`src/rtl/ppu_scan_counter.sv`:
```
// Two-level PPU scan timing counter: {coarse, fine} dot position plus row,
// with programmable limits latched at reset, halt/load and a one-shot DONE state.
module ppu_scan_counter #(
  parameter int FINE_W   = 3,
  parameter int COARSE_W = 9,
  parameter int ROW_W    = 9
) (
  input  logic                       i_clk,
  input  logic                       i_reset,
  input  logic                       i_load,
  input  logic [COARSE_W-1:0]        i_load_val,
  input  logic                       i_halt,
  input  logic                       i_oneshot,
  input  logic [COARSE_W-1:0]        i_h_max,
  input  logic [ROW_W-1:0]           i_v_max,
  output logic [FINE_W+COARSE_W-1:0] o_counter,
  output logic [ROW_W-1:0]           o_row,
  output logic                       o_h_wrap,
  output logic                       o_v_wrap,
  output logic                       o_done,
  output logic                       o_running
);

  // state  | meaning
  // S_RUN  | counting (or frozen by halt)
  // S_DONE | one-shot frame finished, position held at 0 until load/reset
  localparam logic [0:0] S_RUN  = 1'b0;
  localparam logic [0:0] S_DONE = 1'b1;

  localparam int CW = FINE_W + COARSE_W;

  logic [0:0]          r_state;
  logic [CW-1:0]       r_counter;
  logic [ROW_W-1:0]    r_row;
  logic                r_h_wrap;
  logic                r_v_wrap;
  logic [COARSE_W-1:0] r_h_max;
  logic [ROW_W-1:0]    r_v_max;
  logic                r_mode;

  logic [FINE_W-1:0]   w_fine;
  logic [COARSE_W-1:0] w_coarse;
  logic                w_h_term;
  logic                w_v_term;

  assign w_fine   = r_counter[FINE_W-1:0];
  assign w_coarse = r_counter[CW-1:FINE_W];
  // ">=" lets an overrange load run to the next fine terminal and wrap there
  assign w_h_term = (w_coarse >= r_h_max) && (&w_fine);
  assign w_v_term = w_h_term && (r_row >= r_v_max);

  always_ff @(posedge i_clk) begin
    if (i_reset) begin
      r_state   <= S_RUN;
      r_counter <= '0;
      r_row     <= '0;
      r_h_wrap  <= 1'b0;
      r_v_wrap  <= 1'b0;
      r_h_max   <= i_h_max;
      r_v_max   <= i_v_max;
      r_mode    <= i_oneshot;
    end else if (i_load) begin
      r_state   <= S_RUN;
      r_counter <= {i_load_val, {FINE_W{1'b0}}};
      r_h_wrap  <= 1'b0;
      r_v_wrap  <= 1'b0;
    end else if (r_state == S_DONE) begin
      r_counter <= '0;
      r_row     <= '0;
      r_h_wrap  <= 1'b0;
      r_v_wrap  <= 1'b0;
    end else if (i_halt) begin
      r_h_wrap  <= 1'b0;
      r_v_wrap  <= 1'b0;
    end else if (!w_h_term) begin
      r_counter <= r_counter + CW'(1);
      r_h_wrap  <= 1'b0;
      r_v_wrap  <= 1'b0;
    end else begin
      r_counter <= '0;
      r_h_wrap  <= 1'b1;
      if (w_v_term) begin
        r_row    <= '0;
        r_v_wrap <= 1'b1;
        if (r_mode) r_state <= S_DONE;
      end else begin
        r_row    <= r_row + ROW_W'(1);
        r_v_wrap <= 1'b0;
      end
    end
  end

  assign o_counter = r_counter;
  assign o_row     = r_row;
  assign o_h_wrap  = r_h_wrap;
  assign o_v_wrap  = r_v_wrap;
  assign o_done    = (r_state == S_DONE);
  assign o_running = (r_state == S_RUN) & ~i_halt;

endmodule

```
`config.mk`:
```
export PLATFORM = sky130hd
export DESIGN_NAME = ppu_scan_counter
export DESIGN_NICKNAME = d
export VERILOG_FILES = /design/src/rtl/ppu_scan_counter.sv
export SDC_FILE = /design/constraint.sdc
export NUM_CORES = 1
export LEC_CHECK = 0
export ABC_AREA = 1
export BUFFER_PORTS_ARGS = -buffer_cell sky130_fd_sc_hd__buf_2
export CAP_MARGIN = 15
export CORE_MARGIN = 2
export CORE_UTILIZATION = 49
export CTS_CLUSTER_SIZE = 30
export DETAILED_ROUTE_END_ITERATION = 16
export PLACE_DENSITY = 0.79
export SLEW_MARGIN = 20
export SYNTH_ARGS = -nofsm -noshare
export SYNTH_HDL_FRONTEND = slang
export SYNTH_SLANG_ARGS = --single-unit
```
`constraint.sdc`:
```
create_clock -name i_clk -period 1.8 [get_ports i_clk]
set_clock_uncertainty 0.05 [all_clocks]
set_input_delay 0.27 -clock i_clk [delete_from_list [all_inputs] [get_ports i_clk]]
set_output_delay 0.27 -clock i_clk [all_outputs]
set_load 0.02 [all_outputs]
```
==> flow_metrics.py <==
metrics = {
    "status": {
        "outcome": "complete, but fails checks",
        "violations": "negative setup slack",
    },
    "setup_path": {
        "worstReg2RegEnd": "o_row[1]$_SDFFE_PP0P_",
        "critPathBufInv": 1,
        "crit_type": "register to register",
        "crit_required_ns": 1.95,
        "start_kind": "register",
        "worstPathMaxFanout": 5,
        "cp-end-kind": "register",
        "path_cells": "inv_1, ha_1, nand4_1, nor3b_2, nor2_4, nor2_4, nor2_1, nor2_1, nor2_1",
        "max_stage_delay_ns": 0.35,
        "crit_path_top_delay_cell": "dfxtp_1",
        "r2r_start": "o_row[0]$_SDFFE_PP0P_",
        "path_delay_family": "simple AND/OR/NAND/NOR gates",
        "r2r_cells": 9,
        "critPathArrivalTime_ns": 2.08,
        "crit_top_cell": "nor2_1",
        "ff2ff_setup_slack_ns": -0.12,
    },
    "global_route": {
        "antenna_found_initial": 0,
        "grt_max_degree": 19,
        "grt_first_pass_wirelength_mm": 8.93,
        "first_global_vias": 2098,
        "track_usage": 0.212,
        "overflow": 0,
    },
    "clocking": {
        "cts_htree_levels": 2,
        "cts_tree": "done",
        "clk_pin_slew_ns": 0.08,
        "clock-root-buffer": "clkbuf_8",
        "clockBufferDepth": 2,
        "cts_buffers": 5,
        "ctsHoldBuffers": 0,
        "clkSinkCount": 43,
        "clk_latency_ns": 0.30,
    },
    "floorplanning": {
        "fp.dieW_microns": 75.1,
        "rows": 25,
        "dieArea_sq_um": 5640,
        "core_sq_um": 4790,
        "die_h_microns": 75.1,
        "initial_utilization": 0.518,
        "ioPinCount": 57,
    },
    "placement": {
        "gp_congestion": 0.848,
        "place.detailed.hpwl_mm": 4.28,
        "io_buffer_count": 56,
        "post-place-ws_ns": -0.0859,
        "dp_cells": 453,
    },
    "detailed_routing": {
        "drc": 0,
        "wl_mm": 6.81,
        "drtIter0Drc": 151,
        "wl_per_cell_microns": 14.6,
        "dr.pass1.iters": 4,
        "ant_nets": 0,
        "num_vias": 2437,
        "vias_per_cell": 5.23,
    },
    "power_and_ir_drop": {
        "power.total_mw": 2.15,
        "cell_internal_pwr_mw": 1.61,
        "power_frac_clock": 0.346,
        "swShare": 0.253,
        "power.density_nw_per_um2": 620,
        "comb_power_share": 0.145,
        "irDropWorstVdd_mv": 0.450,
        "p_sw_mw": 0.545,
        "p_leak_nw": 1.60,
        "sequentialPowerShare": 0.508,
    },
    "timing": {
        "grt_setup_unrepaired": "yes",
        "fmax_mhz": 520,
        "post-route-min-period_ns": 1.92,
        "setup_viol": 7,
        "finalMaxSlewViolations": 0,
        "hold_violations": 0,
        "worst_slew_pin_slew_ns": 0.568,
        "holdWs_ns": 0.0836,
        "timing.final.ws_setup_ns": -0.124,
        "max-slew-margin-rel": 0.620,
        "post-route-period-util": 1.07,
    },
    "synthesis": {
        "syn_area_sq_um": 2480,
        "ys_seq_area_frac": 0.424,
        "avgSynthCellArea_sq_um": 7.91,
        "synthesis.nets": 366,
        "synth_cell_types": 33,
        "ys_ff_latch": 43,
        "synthCells": 313,
        "synth_warnings": 0,
    },
    "worst_hold_path": {
        "whs_path_depth": 1,
        "hold_start": "i_h_max[2]",
        "hold_path.class": "primary input to register",
        "hold_path_end": "r_h_max[2]$_DFFE_PP_",
    },
    "flow_run": {
        "drv_cap": 0,
    },
    "final_layout": {
        "fin_cells": 466,
        "nets": 451,
        "area_growth_pct": 40.0,
        "fin_util": 0.725,
        "drive_gt1_frac": 0.371,
        "diodes": 0,
    },
}
[registers in the layout, indices dropped and copies added (netlist names)]
signal and count:
o_counter 12, o_row 9, r_h_max 9, r_v_max 9
o_done 1, o_h_wrap 1, o_v_wrap 1, r_mode 1
[power by group through the flow]
| stage | clock (mW) | combinational [mW] | sequential, mW |
|---|---|---|---|
| after floorplan | 0 | 0.124 | 1.13 |
| after global placement | 0 | 0.244 | 1.11 |
| after detailed placement | 0 | 0.252 | 1.11 |
| after CTS | 0.758 | 0.256 | 1.09 |
| after global routing | 0.788 | 0.346 | 1.10 |
| final | 0.745 | 0.312 | 1.09 |
[logic make-up (layout without fill, tap and decap cells)]
kind of cell	after synthesis	count (layout)	synth area share
xor+xnor	5	5	0.0177
simple gates	155	159	0.283
compound gates	38	38	0.0879
fa+ha+maj	21	21	0.106
flops	43	43	0.424
buf+inv	51	133	0.0808
[metal layers]
| metal | global-route usage | part of all wire |
|---|---|---|
| met1 | 0.246 | 0.40 |
| met2 | 0.366 | 0.52 |
| met3 | 0.0388 | 0.059 |
| met4 | 0.123 | 0.024 |
| met5 | 0 | 0 |
[placed cells by master, fill, tap and decap left out, drive strengths merged]
master,count
nand2,80
nand3,18
xor2,3
clkbuf,5
a21boi,1
edfxtp,19
nor3,4
a21oi,19
nor2,49
xnor2,2
nor4,1
nand3b,2
a31oi,2
buf,79
nor3b,2
o21a,1
clkinv,3
ha,21
o21ai,7
bufinv,1
a22oi,7
nand4,3
o21bai,1
inv,45
dfxtp,24
[final cells by class]
cell class	count	area (sq um)
tap	67	83.8
inverter	46	175
sequential	43	1060
clock inverter	3	38.8
fill	372	1320
multi-input combinational	223	1590
clock buffer	5	68.8
timing repair buffer	79	457
[per-stage QoR]
stage,setup TNS [ns],cell area (sq um)
final,-0.248,3470
after global placement,-0.00124,2980
after global routing,-1.35,3470
after detailed placement,-0.619,2980
after floorplan,0,2480
after CTS,0,3110
[what timing repair did]
| item | 4_1_cts | 5_1_grt |
|---|---|---|
| buffers inserted | 0 | 2 |
| gates cloned | 1 | 3 |
| pin swaps | 2 | 18 |
| setup endpoints to repair | 10 | 23 |
| resized for setup | 3 | 61 |
[synth_stat cells, drive strengths merged]
cell type  instances  area (sq um)
nand2             77           317
nor2              48           193
a21oi             19          95.1
nor3b              2          15.0
a22oi              7          52.6
nor4               1          6.26
nand3b             2          15.0
buf                2          16.3
clkbuf             3          11.3
clkinv             1          3.75
nor3               4          47.5
xnor2              2          17.5
a31oi              2          12.5
nand3             18          90.1
a21boi             1          7.51
ha                21           263
edfxtp            19           571
inv               45           169
o21bai             1          7.51
nand4              3          18.8
o21ai              7          35.0
dfxtp             24           480
xor2               3          26.3
o21a               1          7.51
[worst reg2reg max path: stages, from the launching register on]
cell,delay [ns]
dfxtp_1,0.35
inv_1,0.09
ha_1,0.29
nand4_1,0.11
nor3b_2,0.27
nor2_4,0.10
nor2_4,0.26
nor2_1,0.10
nor2_1,0.14
nor2_1,0.05
[worst max-delay path by stage]
stage / end / cells past startpoint / slack [ns] / from
5_1_grt: o_row[1]$_SDFFE_PP0P_ / 9 / -0.21 / r_v_max[5]$_DFFE_PP_
3_3_place_gp: o_row[8]$_SDFFE_PP0P_ / 10 / -0.001 / o_row[0]$_SDFFE_PP0P_
4_1_cts: o_row[1]$_SDFFE_PP0P_ / 14 / 0.0003 / o_counter[3]$_SDFFE_PP0P_
6_report: o_row[1]$_SDFFE_PP0P_ / 9 / -0.12 / o_row[0]$_SDFFE_PP0P_
2_1_floorplan: o_row[8]$_SDFFE_PP0P_ / 14 / 0.02 / o_counter[5]$_SDFFE_PP0P_
3_5_place_dp: o_row[8]$_SDFFE_PP0P_ / 12 / -0.09 / r_v_max[8]$_DFFE_PP_
Note: power is estimated with default switching activity, not from simulation.
